## config.mk

```make
export PLATFORM = sky130hd
export DESIGN_NAME = ifetch_queue
export DESIGN_NICKNAME = d
export VERILOG_FILES = /design/src/rtl/ifetch_pkg.sv /design/src/rtl/ifetch_queue_fetch_fifo.sv /design/src/rtl/ifetch_queue.sv
export SDC_FILE = /design/constraint.sdc
export NUM_CORES = 1
export LEC_CHECK = 0
export ABC_AREA = 1
export CAP_MARGIN = 15
export CORE_ASPECT_RATIO = 1.4
export CORE_UTILIZATION = 35
export DETAILED_ROUTE_END_ITERATION = 8
export SLEW_MARGIN = 20
export SYNTH_ARGS = -nofsm -noshare
export SYNTH_HDL_FRONTEND = slang
export SYNTH_SLANG_ARGS = --single-unit
```

## constraint.sdc

```tcl
create_clock -name clk -period 6.5 [get_ports clk]
set_input_delay 0.65 -clock clk [delete_from_list [all_inputs] [get_ports clk]]
set_output_delay 0.65 -clock clk [all_outputs]
set_load 0.005 [all_outputs]
```

## src/rtl/ifetch_pkg.sv

```systemverilog
// Shared types and constants for the instruction fetch front end.
package ifetch_pkg;

    localparam logic [31:0] NOP_INSTR        = 32'h00000013;
    localparam logic [31:0] DEFAULT_RESET_PC = 32'h00400000;

    typedef struct packed {
        logic [31:0] pc;
        logic [31:0] instr;
    } fetch_entry_t;

endpackage

```

## src/rtl/ifetch_queue_fetch_fifo.sv

```systemverilog
// In-order buffer of fetched words. Pointers carry an extra wrap bit so that
// full and empty are told apart without a separate counter.
module fetch_fifo
    import ifetch_pkg::*;
#(
    parameter int  DEPTH = 4,
    localparam int AW    = $clog2(DEPTH)
) (
    input  logic         clk,
    input  logic         rst,
    input  logic         i_flush,
    input  logic         i_push,
    input  fetch_entry_t i_data,
    input  logic         i_pop,
    output fetch_entry_t o_head,
    output logic         o_empty,
    output logic [AW:0]  o_count
);

    localparam logic [AW:0] PTR_ONE = 1;

    fetch_entry_t r_mem [DEPTH];
    logic [AW:0]  r_wr_ptr;
    logic [AW:0]  r_rd_ptr;
    logic         w_full;
    logic         w_push;
    logic         w_pop;

    assign o_empty = (r_wr_ptr == r_rd_ptr);
    assign w_full  = (r_wr_ptr[AW] != r_rd_ptr[AW]) &&
                     (r_wr_ptr[AW-1:0] == r_rd_ptr[AW-1:0]);
    assign o_count = r_wr_ptr - r_rd_ptr;
    assign o_head  = r_mem[r_rd_ptr[AW-1:0]];

    // A push into a full buffer is only legal when the head leaves in the same cycle.
    assign w_pop  = i_pop && !o_empty;
    assign w_push = i_push && (!w_full || w_pop);

    // Storage array; stale contents are harmless because the pointers gate visibility.
    always_ff @(posedge clk) begin
        if (w_push) begin
            r_mem[r_wr_ptr[AW-1:0]] <= i_data;
        end
    end

    // Read/write pointers; flush wins over any same-cycle push or pop.
    always_ff @(posedge clk or posedge rst) begin
        if (rst) begin
            r_wr_ptr <= '0;
            r_rd_ptr <= '0;
        end else if (i_flush) begin
            r_wr_ptr <= '0;
            r_rd_ptr <= '0;
        end else begin
            if (w_push) r_wr_ptr <= r_wr_ptr + PTR_ONE;
            if (w_pop)  r_rd_ptr <= r_rd_ptr + PTR_ONE;
        end
    end

endmodule

```

## src/rtl/ifetch_queue.sv

```systemverilog
// Instruction fetch front end: issues sequential word fetches, buffers the
// in-order returns and hands them to decode with PC and PC+4. A redirect
// flushes the buffer and marks every in-flight return for discard.
module ifetch_queue
    import ifetch_pkg::*;
#(
    parameter logic [31:0] RESET_PC = DEFAULT_RESET_PC,
    parameter int          DEPTH    = 4
) (
    input  logic        clk,
    input  logic        rst,
    output logic        mem_req,
    output logic [31:0] mem_addr,
    input  logic        mem_gnt,
    input  logic        mem_rvalid,
    input  logic [31:0] mem_rdata,
    input  logic        redirect,
    input  logic [31:0] redirect_pc,
    output logic        instr_valid,
    output logic [31:0] instr,
    output logic [31:0] instr_pc,
    output logic [31:0] instr_pcplus4,
    input  logic        instr_ready
);

    localparam int          CW    = $clog2(DEPTH) + 1;
    localparam logic [CW:0] LIMIT = (CW + 1)'(DEPTH);

    logic [31:0]   r_fetch_pc;
    logic [31:0]   r_ret_pc;
    logic [CW-1:0] r_outstanding;
    logic [CW-1:0] r_discard;
    logic          r_mem_req;

    fetch_entry_t  w_head;
    fetch_entry_t  w_entry;
    logic          w_empty;
    logic [CW-1:0] w_occ;
    logic          w_issue;
    logic          w_rvalid;
    logic          w_push;
    logic          w_pop;
    logic [31:0]   w_new_pc;
    logic [CW-1:0] w_out_next;
    logic [CW-1:0] w_occ_next;
    logic [CW:0]   w_load_next;

    assign w_new_pc = redirect_pc & 32'hFFFF_FFFC;
    assign w_issue  = r_mem_req && mem_gnt;
    // An rvalid with nothing outstanding is a protocol error and is ignored.
    assign w_rvalid = mem_rvalid && (r_outstanding != '0);
    // Returns still owed to a flushed stream, or arriving with a redirect, are dropped.
    assign w_push   = w_rvalid && !redirect && (r_discard == '0);
    assign w_pop    = instr_valid && instr_ready && !redirect;
    assign w_entry  = '{pc: r_ret_pc, instr: mem_rdata};

    assign w_out_next  = r_outstanding + CW'(w_issue) - CW'(w_rvalid);
    assign w_occ_next  = redirect ? '0 : (w_occ + CW'(w_push) - CW'(w_pop));
    // Request decision uses next-cycle occupancy so the buffer can never overflow.
    assign w_load_next = {1'b0, w_occ_next} + {1'b0, w_out_next};

    fetch_fifo #(.DEPTH(DEPTH)) u_fifo (
        .clk     (clk),
        .rst     (rst),
        .i_flush (redirect),
        .i_push  (w_push),
        .i_data  (w_entry),
        .i_pop   (w_pop),
        .o_head  (w_head),
        .o_empty (w_empty),
        .o_count (w_occ)
    );

    // Fetch address, return-PC tracking, in-flight accounting and the registered request.
    always_ff @(posedge clk or posedge rst) begin
        if (rst) begin
            r_fetch_pc    <= RESET_PC;
            r_ret_pc      <= RESET_PC;
            r_outstanding <= '0;
            r_discard     <= '0;
            r_mem_req     <= 1'b0;
        end else begin
            r_outstanding <= w_out_next;
            r_mem_req     <= (w_load_next < LIMIT);
            if (redirect) begin
                r_fetch_pc <= w_new_pc;
                r_ret_pc   <= w_new_pc;
                r_discard  <= w_out_next;
            end else begin
                if (w_issue) r_fetch_pc <= r_fetch_pc + 32'd4;
                if (w_push)  r_ret_pc   <= r_ret_pc + 32'd4;
                if (w_rvalid && (r_discard != '0)) r_discard <= r_discard - CW'(1);
            end
        end
    end

    assign mem_req       = r_mem_req;
    assign mem_addr      = r_fetch_pc;
    assign instr_valid   = !w_empty;
    assign instr         = instr_valid ? w_head.instr       : NOP_INSTR;
    assign instr_pc      = instr_valid ? w_head.pc          : 32'h0;
    assign instr_pcplus4 = instr_valid ? w_head.pc + 32'd4  : 32'h0;

    a_rvalid_has_outstanding: assert property (
        @(posedge clk) disable iff (rst) mem_rvalid |-> (r_outstanding != '0));

endmodule

```

==> flow_metrics.py <==
metrics = {
    "synth": {
        "synth_top_family_by_area": "simple AND/OR/NAND/NOR gates",
        "ys.flop_type": "edfxtp_1",
        "synthAdderAreaFrac_pct": 1.61,
        "synthSimpleGateAreaFrac_pct": 24.4,
        "seq_area_frac_synth_pct": 57.5,
        "netlist_area_um2": 16100,
        "yosys_warnings": 0,
        "synth_edf_count": 248,
        "async_reset_ff_share_pct": 22.7,
        "avgSynthCellArea_um2": 8.88,
        "ys_types": 40,
        "synth_compound_area_share_pct": 7.73,
        "synth_xor_area_share_pct": 1.79,
        "syn_inst": 1817,
        "synth_mux_area_share_pct": 0,
        "synth_seq_cells": 321,
    },
    "pwr": {
        "power_density_nw_per_um2": 314,
        "ir_worst_vdd_uv": 178,
        "p_leak_nw": 8.05,
    },
    "critical_path": {
        "cp.required_ns": 5.85,
        "cp_common_cell": "nand2_1",
        "r2r-start": "u_fifo.r_rd_ptr[0]",
        "critical_path_buf_inv_count": 7,
        "path_depth": 15,
        "worst_path_largest_cell_delay_ns": 0.75,
        "startpoint_type": "flop",
        "crit_arrival_ns": 4.45,
        "crit_chain": "buf_4 -> inv_2 -> buf_4 -> nand3_1 -> nand2_1 -> inv_2 -> nand2_1 -> nor2_1 -> nand2_1 -> inv_1 -> nand2_1 -> nand2_1 -> inv_1 -> nor2_1 -> clkdlybuf4s50_1",
        "r2r_cells": 17,
        "cp_slowest_cell": "buf_4",
        "critPathMaxFanout": 83,
        "path_delay_family": "buffers and inverters",
        "r2r_setup_slack_ns": 1.88,
        "r2r-end": "mem_req",
        "end_kind": "output port",
        "critPathCapture": "instr_pcplus4[23]",
        "crit_start": "u_fifo.r_rd_ptr[1]",
        "path_class": "flop to output port",
    },
    "grt": {
        "grt-ovfl-total": 0,
        "grt_pass1_wl_um": 68700,
        "grt_pass1_vias": 12800,
        "gr-usage-all-layers_pct": 18.6,
        "antenna_found_initial": 0,
        "grt_max_degree": 137,
    },
    "run_status": {
        "status": "finished clean",
    },
    "cts": {
        "numClockSinks": 321,
        "clk_latency_ns": 0.53,
        "tritoncts": "done",
        "cts_resized": 0,
        "cts_max_level": 2,
        "cts_setup_buffers": 0,
        "cts_hold_buf": 0,
        "clk_pin_slew_ns": 0.06,
        "numCtsBuffers": 35,
        "clock_path_buffers": 3,
        "root_buffer": "clkbuf_16",
    },
    "layout": {
        "drive_above_1_share_pct": 4.88,
        "syn2layout_area_growth_pct": 22.2,
        "final_cells": 2618,
        "final_util_pct": 43.6,
        "post-route-cell-area_um2": 19700,
        "fin_nets": 2076,
        "insertedDiodeCount": 0,
    },
    "sta": {
        "final.setup.tns_ns": 0,
        "clock.fmax_ghz": 0.196,
        "setup_viol": 0,
        "tightest_slew_ns": 1.04,
        "clock_skew_ns": 0.0175,
        "fin_crit_sh_pct": 78.5,
        "rsz0062_at_grt": "no",
        "finalMaxSlewViolations": 0,
        "fin_hold_ws_ns": 0.454,
        "post-route-min-period_ns": 5.10,
        "hold_viol": 0,
        "max-slew-margin-rel_pct": 30.7,
    },
    "routing": {
        "ant_nets": 0,
        "drt_pre_antenna_iters": 5,
        "via_per_inst": 4.98,
        "post_drt_wl_per_cell_um": 16.7,
        "drt_iter0_drc": 894,
        "dr_total_vias": 13000,
        "routed_wirelength_um": 43700,
        "drc": 0,
    },
    "placement": {
        "hpwlAfterDp_um": 29000,
        "gp_routability_congestion": 0.913,
        "placed_area_um2": 18600,
        "io_buffers": 191,
        "placed_cells": 2561,
    },
    "hold_path": {
        "hold_path.class": "input port to asynchronous set/reset pin",
    },
    "floorplan": {
        "fp.dieW_um": 183,
        "io_pins": 200,
        "rows": 92,
        "die_area_um2": 47000,
        "initial_core_util_pct": 35.7,
        "core-area_um2": 45200,
        "die_h_um": 256,
    },
    "job": {
        "cap_viol_max_count": 0,
    },
}
==> worst reg2reg max path: cells and delay by family (launching register included) <==
family	cells	cell delay, ns
xor+xnor	1	0.18
compound gates	4	0.57
flops	1	0.50
fa+ha+maj	4	1.31
simple gates	5	0.81
buf+inv	3	1.18
==> sequential cells by signal, summed over array words and instances, names as in the netlist <==
register         count
mem_addr            30
mem_req              1
r_discard            3
r_outstanding        3
r_ret_pc            30
u_fifo.r_mem       248
u_fifo.r_rd_ptr      3
u_fifo.r_wr_ptr      3
==> metal layers <==
metal	routed length (um)	track usage [%]	vias up	part of all wire (%)
met5	0	0	-	0
met4	1400	6.83	0	3.2
met3	3030	2.99	91	6.9
met2	21000	31.4	430	48
met1	18300	23.8	6170	42
li1	-	-	6348	-
==> synth_stat cells (4+ instances only) <==
cell type / instances / area (um^2)
nor2_2: 7 / 43.8
buf_4: 12 / 90.1
nand3_1: 120 / 601
o22ai_1: 31 / 194
o21ai_0: 109 / 546
nand2_1: 586 / 2200
ha_1: 16 / 200
buf_6: 7 / 78.8
dfrtp_1: 71 / 1780
nor3_1: 21 / 105
nand4_1: 25 / 156
nand2_2: 9 / 56.3
o211ai_1: 28 / 210
xor2_1: 29 / 254
a21oi_1: 24 / 120
xnor2_1: 4 / 35.0
o221ai_1: 9 / 78.8
inv_1: 177 / 664
buf_2: 27 / 135
clkbuf_1: 30 / 113
o21ai_1: 5 / 25.0
o21bai_1: 5 / 37.5
edfxtp_1: 248 / 7450
nor2_1: 192 / 721
==> layout by cell type, fill, tap and decap left out, types with 15 or more instances in the layout <==
master / n
nand3_1: 120
dfrtp_1: 69
clkdlybuf4s50_1: 191
clkbuf_16: 37
o211ai_1: 28
o21ai_0: 109
ha_1: 16
a21oi_1: 24
o22ai_1: 31
inv_1: 175
buf_4: 15
nor3_1: 21
edfxtp_1: 248
nand2_1: 585
nor2_1: 188
nand4_1: 25
xor2_1: 29
==> how the worst min path moves through the flow <==
| stage | slack, ns | start | endpoint |
|---|---|---|---|
| after floorplan | 0.45 | u_fifo.r_rd_ptr[2] | u_fifo.r_rd_ptr[2] |
| after global placement | 0.49 | u_fifo.r_rd_ptr[2] | u_fifo.r_rd_ptr[2] |
| after detailed placement | 0.48 | u_fifo.r_rd_ptr[2] | u_fifo.r_rd_ptr[2] |
| after CTS | 0.45 | rst | r_outstanding[1] |
| after global routing | 0.48 | rst | r_outstanding[2] |
| final | 0.45 | rst | r_outstanding[1] |
==> cells by family after synthesis <==
family | after synthesis
XOR/XNOR | 33
flip-flops | 321
adder cells (fa/ha/maj) | 19
AND/OR/NAND/NOR | 967
buffers and inverters | 260
AO/OA/AOI/OAI | 216
other | 1
==> per-stage QoR <==
stage | setup WS, ns | total power, mW
final | 1.40 | 6.19
after floorplan | 1.89 | 3.48
after CTS | 1.37 | 6.25
after global routing | 1.05 | 6.52
after global placement | 1.84 | 4.19
after detailed placement | 1.79 | 4.22
==> cell type report <==
class,count,area (um^2)
Fill cell,4350,25500
Sequential cell,321,9280
Multi-Input combinational cell,1241,5800
Timing Repair Buffer,207,2040
Clock buffer,47,993
Clock inverter,10,153
Tap cell,611,764
Inverter,181,687
==> report_power, final <==
group	internal [mW]	leakage [nW]	switching (mW)
Sequential	2.37	3.12	0.159
Clock	1.22	0.554	0.788
Combinational	0.687	4.38	0.962
Total	4.28	8.05	1.91
(Power assumes the default switching activity.)
